<file path="src/rtl/proc_io_bridge_pkg.sv">
// -----------------------------------------------------------------------------
// proc_io_bridge_pkg
//   Shared definitions for the processor IO bridge: channel-select width and
//   FIFO occupancy-count width helpers, and the bit positions used when the
//   two sticky status kinds are viewed together as a small packed vector.
// -----------------------------------------------------------------------------
package proc_io_bridge_pkg;

    // Width of a channel-select field for n channels (at least 1 bit).
    function automatic int chan_w(input int n);
        return (n > 1) ? $clog2(n) : 1;
    endfunction

    // Occupancy counter width: must hold 0..depth inclusive.
    function automatic int fifo_cnt_w(input int depth);
        return $clog2(depth) + 1;
    endfunction

    // Bit positions of the status kinds in a packed {unf, ovf} view.
    localparam int ST_OVF_POS = 0;
    localparam int ST_UNF_POS = 1;

endpackage

</file>
<file path="src/rtl/proc_io_bridge_fifo.sv">
// -----------------------------------------------------------------------------
// io_fifo
//   Single-clock first-word-fall-through FIFO used for every bridge channel.
//   Ports:
//     clk, rst   clock and synchronous active-high reset
//     push, din  write request and data; refused when full unless a pop is
//                accepted on the same edge
//     pop        read request; ignored when empty
//     dout       current head word, 0 when empty
//     full/empty occupancy flags
//     count      occupancy, 0..FDEPTH
// -----------------------------------------------------------------------------
module io_fifo
    import proc_io_bridge_pkg::*;
#(
    parameter int NUBITS = 16,
    parameter int FDEPTH = 4
) (
    input  logic                            clk,
    input  logic                            rst,
    input  logic                            push,
    input  logic                            pop,
    input  logic [NUBITS-1:0]               din,
    output logic [NUBITS-1:0]               dout,
    output logic                            full,
    output logic                            empty,
    output logic [fifo_cnt_w(FDEPTH)-1:0]   count
);

    localparam int FDEPW = $clog2(FDEPTH);
    localparam int CW    = fifo_cnt_w(FDEPTH);

    logic [NUBITS-1:0] mem [FDEPTH];
    logic [FDEPW-1:0]  wr_ptr;
    logic [FDEPW-1:0]  rd_ptr;
    logic [CW-1:0]     cnt;
    logic              do_push;
    logic              do_pop;

    assign empty   = (cnt == '0);
    assign full    = (cnt == CW'(FDEPTH));
    assign do_pop  = pop && !empty;
    // A full FIFO still accepts a word when the head leaves on the same edge.
    assign do_push = push && (!full || do_pop);

    // Storage is not reset; the head is masked by empty instead.
    always_ff @(posedge clk) begin
        if (do_push) begin
            mem[wr_ptr] <= din;
        end
    end

    // Pointers wrap naturally because FDEPTH is a power of two.
    always_ff @(posedge clk) begin
        if (rst) begin
            wr_ptr <= '0;
            rd_ptr <= '0;
            cnt    <= '0;
        end else begin
            if (do_push) begin
                wr_ptr <= wr_ptr + 1'b1;
            end
            if (do_pop) begin
                rd_ptr <= rd_ptr + 1'b1;
            end
            case ({do_push, do_pop})
                2'b10:   cnt <= cnt + 1'b1;
                2'b01:   cnt <= cnt - 1'b1;
                default: cnt <= cnt;
            endcase
        end
    end

    assign dout  = empty ? '0 : mem[rd_ptr];
    assign count = cnt;

endmodule

</file>
<file path="src/rtl/proc_io_bridge.sv">
// -----------------------------------------------------------------------------
// proc_io_bridge
//   Buffered multi-channel IO unit between the processor core IO port and
//   external streaming sources/sinks. One io_fifo per input channel and per
//   output channel.
//   Ports:
//     clk, rst           clock, synchronous active-high reset (drops all data)
//     io_in              head word of input FIFO addr_in (0 when empty)
//     addr_in, req_in    core read select / pop strobe
//     io_out             core write data
//     addr_out, out_en   core write select / push strobe
//     s_data/s_valid/s_ready   external input streams, channel k at
//                              s_data[k*NUBITS +: NUBITS]
//     m_data/m_valid/m_ready   external output streams, same packing
//     st_ovf             sticky: core write dropped on a full output FIFO
//     st_unf             sticky: core read of an empty input FIFO
//     st_clr             clears the sticky flags (a same-edge event wins)
//     io_stall           only when IO_STALL_EN is defined: the core must hold
//                        its strobes, addresses and data while it is high
//
//   Handshake: on every external channel a word moves on the rising edge where
//   valid && ready are both high. s_ready[k] means input FIFO k is not full;
//   m_valid[k] means output FIFO k is not empty, and m_data[k] (its head) is
//   held stable until the word is taken. Neither side waits on the other.
//
//   Optional build macro: IO_STALL_EN (stall the core instead of dropping
//   writes / returning zero on reads).
// -----------------------------------------------------------------------------
module proc_io_bridge
    import proc_io_bridge_pkg::*;
#(
    parameter int NUBITS = 16,
    parameter int NUIOIN = 8,
    parameter int NUIOOU = 8,
    parameter int FDEPTH = 4
) (
    input  logic                        clk,
    input  logic                        rst,
    output logic [NUBITS-1:0]           io_in,
    input  logic [chan_w(NUIOIN)-1:0]   addr_in,
    input  logic                        req_in,
    input  logic [NUBITS-1:0]           io_out,
    input  logic [chan_w(NUIOOU)-1:0]   addr_out,
    input  logic                        out_en,
    input  logic [NUIOIN*NUBITS-1:0]    s_data,
    input  logic [NUIOIN-1:0]           s_valid,
    output logic [NUIOIN-1:0]           s_ready,
    output logic [NUIOOU*NUBITS-1:0]    m_data,
    output logic [NUIOOU-1:0]           m_valid,
    input  logic [NUIOOU-1:0]           m_ready,
    output logic [NUIOOU-1:0]           st_ovf,
    output logic [NUIOIN-1:0]           st_unf,
    input  logic                        st_clr
`ifdef IO_STALL_EN
    ,
    output logic                        io_stall
`endif
);

    localparam int AIW   = chan_w(NUIOIN);
    localparam int AOW   = chan_w(NUIOOU);
    localparam int FDEPW = $clog2(FDEPTH);
    localparam int CW    = fifo_cnt_w(FDEPTH);

    logic [NUIOIN-1:0] rd_sel;
    logic [NUIOIN-1:0] in_push;
    logic [NUIOIN-1:0] in_full;
    logic [NUIOIN-1:0] in_empty;
    logic [NUIOIN-1:0] unf_evt;
    logic [NUBITS-1:0] in_head [NUIOIN];
    logic [CW-1:0]     in_cnt  [NUIOIN];

    logic [NUIOOU-1:0] wr_sel;
    logic [NUIOOU-1:0] out_push;
    logic [NUIOOU-1:0] out_full;
    logic [NUIOOU-1:0] out_empty;
    logic [NUIOOU-1:0] ovf_evt;
    logic [NUBITS-1:0] out_head [NUIOOU];
    logic [CW-1:0]     out_cnt  [NUIOOU];

    // ---------------- input channels: external push, core pop --------------
    for (genvar k = 0; k < NUIOIN; k++) begin : g_in
        assign rd_sel[k]  = req_in && (addr_in == AIW'(k));
        assign in_push[k] = s_valid[k] && !in_full[k];
        assign s_ready[k] = !in_full[k];

        io_fifo #(.NUBITS(NUBITS), .FDEPTH(FDEPTH)) u_fifo (
            .clk   (clk),
            .rst   (rst),
            .push  (in_push[k]),
            .pop   (rd_sel[k]),
            .din   (s_data[k*NUBITS +: NUBITS]),
            .dout  (in_head[k]),
            .full  (in_full[k]),
            .empty (in_empty[k]),
            .count (in_cnt[k])
        );

        always_comb begin
            assert (in_full[k] == (in_cnt[k] == CW'(FDEPTH)));
        end
    end

    // ---------------- output channels: core push, external pop -------------
    for (genvar j = 0; j < NUIOOU; j++) begin : g_out
        assign wr_sel[j] = out_en && (addr_out == AOW'(j));
`ifdef IO_STALL_EN
        // A stalled write must not land, otherwise the held strobe would
        // push the same word twice once the stall lifts.
        assign out_push[j] = wr_sel[j] && !out_full[j];
`else
        assign out_push[j] = wr_sel[j];
`endif
        assign m_valid[j] = !out_empty[j];
        assign m_data[j*NUBITS +: NUBITS] = out_head[j];

        io_fifo #(.NUBITS(NUBITS), .FDEPTH(FDEPTH)) u_fifo (
            .clk   (clk),
            .rst   (rst),
            .push  (out_push[j]),
            .pop   (m_ready[j]),
            .din   (io_out),
            .dout  (out_head[j]),
            .full  (out_full[j]),
            .empty (out_empty[j]),
            .count (out_cnt[j])
        );

        always_comb begin
            assert (out_empty[j] == (out_cnt[j] == '0));
        end
    end

    // ---------------- core read mux -----------------------------------------
    // Heads are already 0 when empty, so the mux needs no empty qualifier.
    always_comb begin
        io_in = '0;
        for (int i = 0; i < NUIOIN; i++) begin
            if (addr_in == AIW'(i)) begin
                io_in = in_head[i];
            end
        end
    end

    // ---------------- status events -----------------------------------------
`ifdef IO_STALL_EN
    assign io_stall = (|(rd_sel & in_empty)) || (|(wr_sel & out_full));
    assign unf_evt  = '0;
    assign ovf_evt  = '0;
`else
    assign unf_evt  = rd_sel & in_empty;
    // A write to a full FIFO only drops when the head is not leaving now.
    assign ovf_evt  = wr_sel & out_full & ~m_ready;
`endif

    // Clear first, then OR in new events so a coincident event wins.
    always_ff @(posedge clk) begin
        if (rst) begin
            st_unf <= '0;
            st_ovf <= '0;
        end else begin
            st_unf <= (st_clr ? '0 : st_unf) | unf_evt;
            st_ovf <= (st_clr ? '0 : st_ovf) | ovf_evt;
        end
    end

endmodule

</file>
<file path="config.mk">
export PLATFORM = sky130hd
export DESIGN_NAME = proc_io_bridge
export DESIGN_NICKNAME = d
export VERILOG_FILES = /design/src/rtl/proc_io_bridge_pkg.sv /design/src/rtl/proc_io_bridge_fifo.sv /design/src/rtl/proc_io_bridge.sv
export SDC_FILE = /design/constraint.sdc
export NUM_CORES = 1
export LEC_CHECK = 0
export ABC_AREA = 1
export CAP_MARGIN = 20
export CORE_MARGIN = 3
export CORE_UTILIZATION = 40
export CTS_CLUSTER_DIAMETER = 200
export DETAILED_ROUTE_END_ITERATION = 16
export SETUP_SLACK_MARGIN = 0.5
export SYNTH_ARGS = -nofsm -noshare
export SYNTH_HDL_FRONTEND = slang
export SYNTH_HIERARCHICAL = 1
export SYNTH_SLANG_ARGS = --single-unit
</file>
<file path="constraint.sdc">
create_clock -name clk -period 7.4 [get_ports clk]
set_input_delay 1.11 -clock clk [delete_from_list [all_inputs] [get_ports clk]]
set_output_delay 1.11 -clock clk [all_outputs]
set_load 0.005 [all_outputs]
</file>
Word-level counts from Yosys, hierarchy flattened

Memories as Yosys holds them, arrays and structs flattened. A register that Yosys moved wholly into a read port is not among the register bits.
Index checks and enable logic that the tools add are counted.

Bits in registers: 128
Output and inout port bits: 176
Latch bits: 0
Memories: 16
RAM bits: 1024
Memory bits (read-only): 0

Memories:

| memory             | depth | width | rd ports | clocked after memory_dff | wr ports | RTL line                  | text |
|---|---|---|---|---|---|---|---|
| g_in[0].u_fifo.mem | 4     | 16    | 1        | 1                        | 1        | proc_io_bridge_fifo.sv:33 | `logic [NUBITS-1:0] mem [FDEPTH];` |
| g_in[1].u_fifo.mem | 4     | 16    | 1        | 1                        | 1        | proc_io_bridge_fifo.sv:33 |  |
| g_in[2].u_fifo.mem | 4     | 16    | 1        | 1                        | 1        | proc_io_bridge_fifo.sv:33 |  |
| g_in[3].u_fifo.mem | 4     | 16    | 1        | 1                        | 1        | proc_io_bridge_fifo.sv:33 |  |
| g_in[4].u_fifo.mem | 4     | 16    | 1        | 1                        | 1        | proc_io_bridge_fifo.sv:33 |  |
| g_in[5].u_fifo.mem | 4     | 16    | 1        | 1                        | 1        | proc_io_bridge_fifo.sv:33 |  |
| 10 more memories   | --    | --    | --       | --                       | --       | --                        |  |

Divide/modulo/power cells: 0
$mul: 0
Order comparisons: 0
Multiplexer cells: 106
Add/sub/neg operators: 64
Shift operators: 0
Equality and inequality tests: 62
Bitwise logic cells: 6
Reduce and logical (&&, ||, !) cells: 138

Operator list:

| operator                                                            | number |
|---|---|
| 16-bit 2-to-1 mux                                                   | 24 |
| 3-bit one-hot mux with 2 select lines                               | 16 |
| 3-bit == test (second input constant)                               | 24 |
| 2-bit by 1-bit adder with 2-bit output (second input constant)      | 32 |
| 2-bit 2-to-1 mux                                                    | 32 |
| 1-bit logical AND                                                   | 56 |
| 3-bit zero test                                                     | 18 |
| 3-bit by 1-bit adder with 3-bit output (second input constant)      | 16 |
| 3-bit by 1-bit subtractor with 3-bit output (second input constant) | 16 |
| 2-bit by 1-bit == test with 1-bit output (second input constant)    | 16 |
| 2-bit == test (second input constant)                               | 16 |
| 1-bit zero test                                                     | 32 |
| 1-bit 2-to-1 mux                                                    | 32 |
| 2-bit nonzero test                                                  | 16 |
| 8-bit bitwise AND                                                   | 3 |
| 1-bit logical OR                                                    | 16 |
| 8-bit 2-to-1 mux                                                    | 2 |
| 8-bit bitwise OR                                                    | 2 |
| 3-bit by 2-bit == test with 1-bit output (second input constant)    | 4 |
| 8-bit NOT                                                           | 1 |
| 3-bit by 1-bit == test with 1-bit output (second input constant)    | 2 |

Longest topological paths before layout

Gate-level depths: netlist of the first run.

Depth in word-level cells: 10
Gate-level depth with buffers: 14
Mapped depth without buffers: 14

Modules after synthesis

The synthesis of the first run kept the hierarchy.

Modules (own cells, without submodules):

| module                         | times used | sequential area each (sq um) | area an instance (sq um) | cells an instance |
|---|---|---|---|---|
| io_fifo at g_in[1].u_fifo ...  | 10         | 2102.0                       | 3000.4                   | 256 |
| io_fifo at g_out[3].u_fifo ... | 4          | 2102.0                       | 2995.4                   | 254 |
| io_fifo at g_in[0].u_fifo      | 1          | 2102.0                       | 3061.7                   | 263 |
| io_fifo at g_out[0].u_fifo     | 1          | 2102.0                       | 2992.9                   | 254 |
| proc_io_bridge                 | 1          | 320.3                        | 1938.1                   | 354 |

Least setup slack after synthesis of the first run

Ideal clock, no wire load.

Path kind: input-to-reg
Start point: in addr_in[0]
End point: mem g_in[3].u_fifo.mem[0][0] (enable)
Stages: 5
Buffers on the path: 1
Setup slack: 3804 ps
Arrival: 3207 ps
Cells stage by stage: inv_1 buf_2 nor4_1 o21ai_4 nor2_1

Cells in the longest elaborated chain, start to end: 7

Ends and longest elaborated chain:

| item                                     | RTL line                  | text |
|---|---|---|
| start: declaration                       | proc_io_bridge.sv:40      | `input logic [chan_w(NUIOIN)-1:0] addr_in,` |
| 3-bit by 2-bit == test with 1-bit output | proc_io_bridge.sv:83      | `assign rd_sel[k] = req_in && (addr_in == AIW'(k));` |
| 1-bit logical AND                        | proc_io_bridge.sv:83      |  |
| net rd_sel[3]                            | proc_io_bridge.sv:65      | `logic [NUIOIN-1:0] rd_sel;` |
| 1-bit logical AND                        | proc_io_bridge_fifo.sv:42 | `assign do_pop = pop && !empty;` |
| 1-bit logical OR                         | proc_io_bridge_fifo.sv:44 | `assign do_push = push && (!full \|\| do_pop);` |
| 1-bit logical AND                        | proc_io_bridge_fifo.sv:44 |  |
| 1-bit 2-to-1 mux                         | proc_io_bridge_fifo.sv:48 | `if (do_push) begin` |
| 1-bit 2-to-1 mux (implied by the code)   | proc_io_bridge_fifo.sv:49 | `mem[wr_ptr] <= din;` |
| end: declaration                         | proc_io_bridge_fifo.sv:33 |  |

The timed path passes the listed nets, and every way through them passes these cells.

Worst setup path after layout of the first run

Start point: in addr_in[0]
End point: out io_in[4]

Cells in the longest elaborated chain, start to end: 9

Ends and longest elaborated chain:

| item                           | RTL line              | text |
|---|---|---|
| 3-bit zero test                | proc_io_bridge.sv:139 | `if (addr_in == AIW'(i)) begin` |
| 16-bit 2-to-1 mux (7 in a row) | proc_io_bridge.sv:139 |  |
| 16-bit 2-to-1 mux *            | proc_io_bridge.sv:139 |  |
| end: declaration               | proc_io_bridge.sv:39  | `output logic [NUBITS-1:0] io_in,` |

Every way passes the cells marked *; elsewhere a longest branch is shown, timed or not.

==> impl_metrics.ini, run 1 <==
[status]
status = completed

[synth]
synth_most_common_cell = nor2_1
syn-instance-count = 4447
yosysSeqAreaShare_pct = 67.9
yosysTopAreaCell = edfxtp_1
synth_seq_cells = 1184
synth_area_um2 = 50000
synth_cell_type_count = 35
synth_top_area_share_pct = 61.5
ys_warn_count = 6
synth_edf_count = 1024
synth_area_leaders = edfxtp_1 (62%), nor2_1 (9.1%), dfxtp_1 (6.4%), a21oi_1 (3.6%), o21ai_0 (3.0%)
avgSynthCellArea_um2 = 11.2
synth_commonest_cells = nor2_1 (1212), edfxtp_1 (1024), a21oi_1 (363)
synthFlopType = edfxtp_1
synth-async-reset-ratio_pct = 0
syn-num-nets = 4699

[route]
first_iter_violations = 2785
post_drt_wl_per_cell_um = 19.8
finalWirelength_mm = 130
dr_total_vias = 33200
drtAntennaViolNets = 0
viasPerCell = 5.07
remaining_drc_errors = 0
dr.pass1.iters = 5

[floorplan]
coreArea_um2 = 124000
dieArea_um2 = 129000
rows = 129
die_w_um = 359
start_util_pct = 40.4
dieHeight_um = 359
ioPinCount = 347

[worst_setup_path]
required_ns = 6.29
arrival_ns = 4.28
end_kind = output port
crit_path_start_kind = primary input
critical_path_class = in -> out
path_max_fanout = 38

[timing]
hold_violations = 0
slew_headroom_pct = 29.1
fin_tns_setup_ns = 0
rsz0062_at_grt = no
fin_skew_ns = 0.0359
setup_viol = 0
timing.final.crit_share_pct = 72.8
min_period_ns = 5.39
fin_ws_ns = 2.01
drv_slew = 0
worstMarginPinSlew_ns = 1.06
fmax_mhz = 186

[layout]
final_area_um2 = 59000
area_growth_pct = 18.0
fin_cells = 6546
drive_gt1_share_pct = 10.2
nets = 5041

[cts]
cts_tree = done
clk_transition_reported_paths_ns = 0.06
numClockSinks = 1184
hold_buffers = 0
post_cts_resized = 0
cts_buffers = 120
post_cts_buffers = 0
cts_root_buf = clkbuf_16
htreeDepth = 3
insertion_delay_ns = 0.71
clock_tree.buffer_depth = 3

[placed_design]
place_ws_ns = 2.05
dp.cells = 6303
port_buffers = 346
place.gp.congestion = 0.861
dp_hpwl_mm = 83.7
place_area_um2 = 55000

[power_and_ir_drop]
ir_drop_v = 0.000205
total_power_mw = 16.8
p_leak_nw = 20.7
powerDensity_nw_per_um2 = 284

[min_path]
hold_path.class = reg -> reg

[global_route]
grt_max_degree = 71
grt_usage_pct = 19.5
antenna_found_initial = 15
first_global_vias = 30800
grt_first_pass_wirelength_mm = 192
gr-total-overflow = 0

[flow_run]
maxCapViolations = 0
-- path summary, 6_finish.rpt --
| kind | to | startpoint | slack, ns | cells past startpoint |
|---|---|---|---|---|
| setup reg to reg | g_in[1].u_fifo/mem[2][0] | g_in[1].u_fifo/count[1] | 4.78 | 7 |
| hold reg to reg | st_unf[7] | st_unf[7] | 0.47 | 2 |
| hold / removal | st_unf[7] | st_unf[7] | 0.47 | 2 |
| setup / recovery | io_in[4] | addr_in[0] | 2.01 | 7 |
-- state kept, by name (all words and copies together), names as in the netlist, named ones only --
signal,cells
g_in.u_fifo/count,24
g_in.u_fifo/mem,512
g_in.u_fifo/rd_ptr,16
g_in.u_fifo/wr_ptr,16
g_out.u_fifo/count,24
g_out.u_fifo/mem,512
g_out.u_fifo/rd_ptr,16
g_out.u_fifo/wr_ptr,16
st_ovf,8
st_unf,8
-- power breakdown --
part	switching [mW]	internal [mW]
combinational	1.94	1.17
clock	2.54	3.44
sequential	0.136	7.52
total	4.62	12.1
-- layer usage --
| metal | GRT usage, % | share of wire (%) | up-vias |
|---|---|---|---|
| li1 | - | - | 16000 |
| met1 | 26.6 | 43 | 16000 |
| met2 | 31.6 | 47 | 959 |
| met3 | 3.54 | 6.9 | 183 |
| met4 | 6.18 | 3.0 | 0 |
| met5 | 0 | 0 | - |
-- stage by stage --
stage / hold WS [ns] / utilization, %
floorplan: 0.442 / -
global placement: 0.453 / 44.4
detailed placement: 0.460 / 44.4
CTS: 0.469 / 47.6
global route: 0.487 / 47.6
finish: 0.467 / 47.6
-- cell families (layout without fill, tap and decap cells) --
family,count (synthesis),in the layout,share of synthesized area (%)
other,0,14,0
and+or+nand+nor,1635,1635,14.4
buffers and inverters,561,1009,5.06
adders and majority gates,81,81,2.27
AOI/OAI and AO/OA,981,981,10.3
xor gates and xnor gates,5,5,0.0876
DFF,1184,1184,67.9
-- worst max-delay path: stages --
cell	delay, ns
clkdlybuf4s50_1	0.46
buf_4	0.37
inv_1	0.48
nor3_2	0.97
nand2_1	0.14
nand4_1	0.20
clkdlybuf4s50_1	0.54
-- area by class of cell --
| class | count | area, µm² |
|---|---|---|
| fillers | 11000 | 64800 |
| well taps | 1637 | 2050 |
| clock buffers | 169 | 3350 |
| flip-flops and latches | 1184 | 34000 |
| clock inverters | 59 | 598 |
| diodes | 14 | 35.0 |
| repair buffers | 423 | 4040 |
| inverters | 358 | 1360 |
| multi-input cells | 2702 | 13600 |
-- layout by cell type (no fill, tap or decap), types with 34 or more instances in the layout --
cell type and count:
a21oi_1 363, clkdlybuf4s50_1 345, inv_2 53, clkbuf_1 34, o21ai_1 285, ha_1 65
edfxtp_1 1024, nand3_1 47, clkbuf_16 121, nand2_1 133, nor2_1 1183, dfxtp_1 160
o21ai_0 304, nand2_2 61, inv_1 299, buf_4 76, nand4_1 100
Note: power is estimated with default switching activity, not from simulation.
==> inputs of run 2 (changes only) <==
- clock period: 7.4 -> 4.7 ns (I/O delays scaled with it)
==> run 2 against run 1 <==
  * Cell count up 0.87%
  * Setup slack worse by 1.4 ns
  * Sequential cell count unchanged
  * First-iteration DRC count up 5.0%
  * Global-route usage up 0.24 points
  * Core utilization up 0.64 points
  * Clock power up 71%
  * Combinational power up 56%
  * Die area unchanged
  * Largest cell class unchanged
==> impl_metrics.ini, run 2 (same netlist as run 1, synthesis figures left out) <==
[cts]
htreeDepth = 4
cts_tree = done
insertion_delay_ns = 0.75
cts_buffers = 130
cts_root_buf = clkbuf_16
clk_transition_reported_paths_ns = 0.05
clock_tree.buffer_depth = 3
hold_buffers = 0
numClockSinks = 1184

[placed_design]
dp_hpwl_mm = 84.9
place_ws_ns = 0.408
place.gp.congestion = 0.859
port_buffers = 346

[status]
status = completed

[floorplan]
dieArea_um2 = 129000
coreArea_um2 = 124000
die_w_um = 359
ioPinCount = 347
rows = 129
start_util_pct = 40.4
dieHeight_um = 359

[timing]
fin_ws_ns = 0.592
drv_slew = 0
fin_tns_setup_ns = 0
timing.final.crit_share_pct = 87.4
worstMarginPinSlew_ns = 1.15
fin_skew_ns = 0.0378
fmax_mhz = 243
rsz0062_at_grt = yes
min_period_ns = 4.11
slew_headroom_pct = 22.8
hold_violations = 0
setup_viol = 0

[min_path]
hold_start = g_in[6].u_fifo/rd_ptr[1]
hold_path.class = reg -> reg

[global_route]
grt_first_pass_wirelength_mm = 194
grt_usage_pct = 19.7
grt_max_degree = 52
gr-total-overflow = 0
first_global_vias = 31500
antenna_found_initial = 27

[layout]
nets = 5101
area_growth_pct = 19.6
nFillCells = 10900
drive_gt1_share_pct = 10.9
final_cell_mix = nor2_1 (1212), edfxtp_1 (1024), a21oi_1 (363)
final_common_cell = nor2_1
post-route-util_pct = 48.3
largestRegisters = g_in.u_fifo/mem (512), g_out.u_fifo/mem (512)

[worst_setup_path]
r2r_start = g_in[6].u_fifo/count[1]
crit_path_start_kind = register
path_common_cell = nand4_1
end_kind = output port
critical_path_class = reg -> out
max_stage_delay_ns = 0.52
worstPathCellList = clkinvlp_4 > o21ai_0 > a21oi_1 > nand4_1 > nand4_1 > nor2_1 > nand4_1 > clkdlybuf4s50_1
required_ns = 3.99
arrival_ns = 3.40
path_max_fanout = 32
crit_slowest_cell = clkdlybuf4s50_1

[route]
viasPerCell = 5.07
dr.pass1.iters = 5
finalWirelength_mm = 131
dr_total_vias = 33500
post_drt_wl_per_cell_um = 19.8
first_iter_violations = 2924
drtAntennaViolNets = 0
remaining_drc_errors = 0

[flow_run]
maxCapViolations = 0

[power_and_ir_drop]
total_power_mw = 27.2
ir_drop_v = 0.000315
p_leak_nw = 21.1
powerDensity_nw_per_um2 = 454
==> run 2: critical path: cells and delay by family (launching register included) <==
family,cells,cell delay [ns]
AO/OA/AOI/OAI,2,0.51
buffers and inverters,2,0.93
flip-flops,1,0.37
AND/OR/NAND/NOR,4,0.83
==> run 2: worst paths after layout <==
| check | end | slack [ns] | depth (start not counted) |
|---|---|---|---|
| hold reg to reg | register | 0.46 | 2 |
| setup / recovery | io_in[5] | 0.59 | 8 |
| setup reg to reg | g_in[6].u_fifo/mem[2][7] | 2.21 | 7 |
| hold / removal | register | 0.46 | 2 |
==> run 2: cell type report <==
| class | count | area [µm²] | share of cell area, % |
|---|---|---|---|
| sequential | 1184 | 34000 | 56.8 |
| multi-input combinational | 2702 | 13500 | 22.6 |
| timing repair buffer | 470 | 4400 | 7.36 |
| clock buffer | 176 | 3610 | 6.04 |
| tap | 1637 | 2050 | 3.43 |
| inverter | 358 | 1380 | 2.32 |
| clock inverter | 56 | 763 | 1.28 |
| antenna | 17 | 42.5 | 0.0712 |
| timing repair inverter | 3 | 22.5 | 0.0377 |
==> run 2: power breakdown <==
group / leakage [nW] / switching, mW / total [mW] / internal (mW)
registers: 10.6 / 0.254 / 12.1 / 11.8
logic: 8.38 / 2.99 / 4.85 / 1.86
clock network: 2.11 / 4.24 / 10.2 / 5.97
==> run 2: metal layers <==
layer,global-route usage [%],vias up,part of all wire [%],routed length (µm)
li1,-,16100,-,-
met1,25.9,16100,41,54300
met2,31.5,1020,47,61800
met3,4.35,206,7.5,9870
met4,8.66,4,3.8,4990
met5,0,-,0.017,22
==> run 2: what timing repair did <==
item | in CTS | in global routing
endpoints found under the setup margin | 16 | 16
resized for setup | 10 | 8
setup buffers | 1 | 2
cloned | 1 | 2
==> run 2: per-stage QoR <==
step | hold WS (ns) | cell area (µm²) | cells
final | 0.459 | 59800 | 6603
after global placement | 0.451 | 55200 | 6348
after detailed placement | 0.458 | 55200 | 6348
after CTS | 0.466 | 59700 | 6582
after floorplan | 0.442 | 50000 | 4447
after global routing | 0.487 | 59700 | 6594
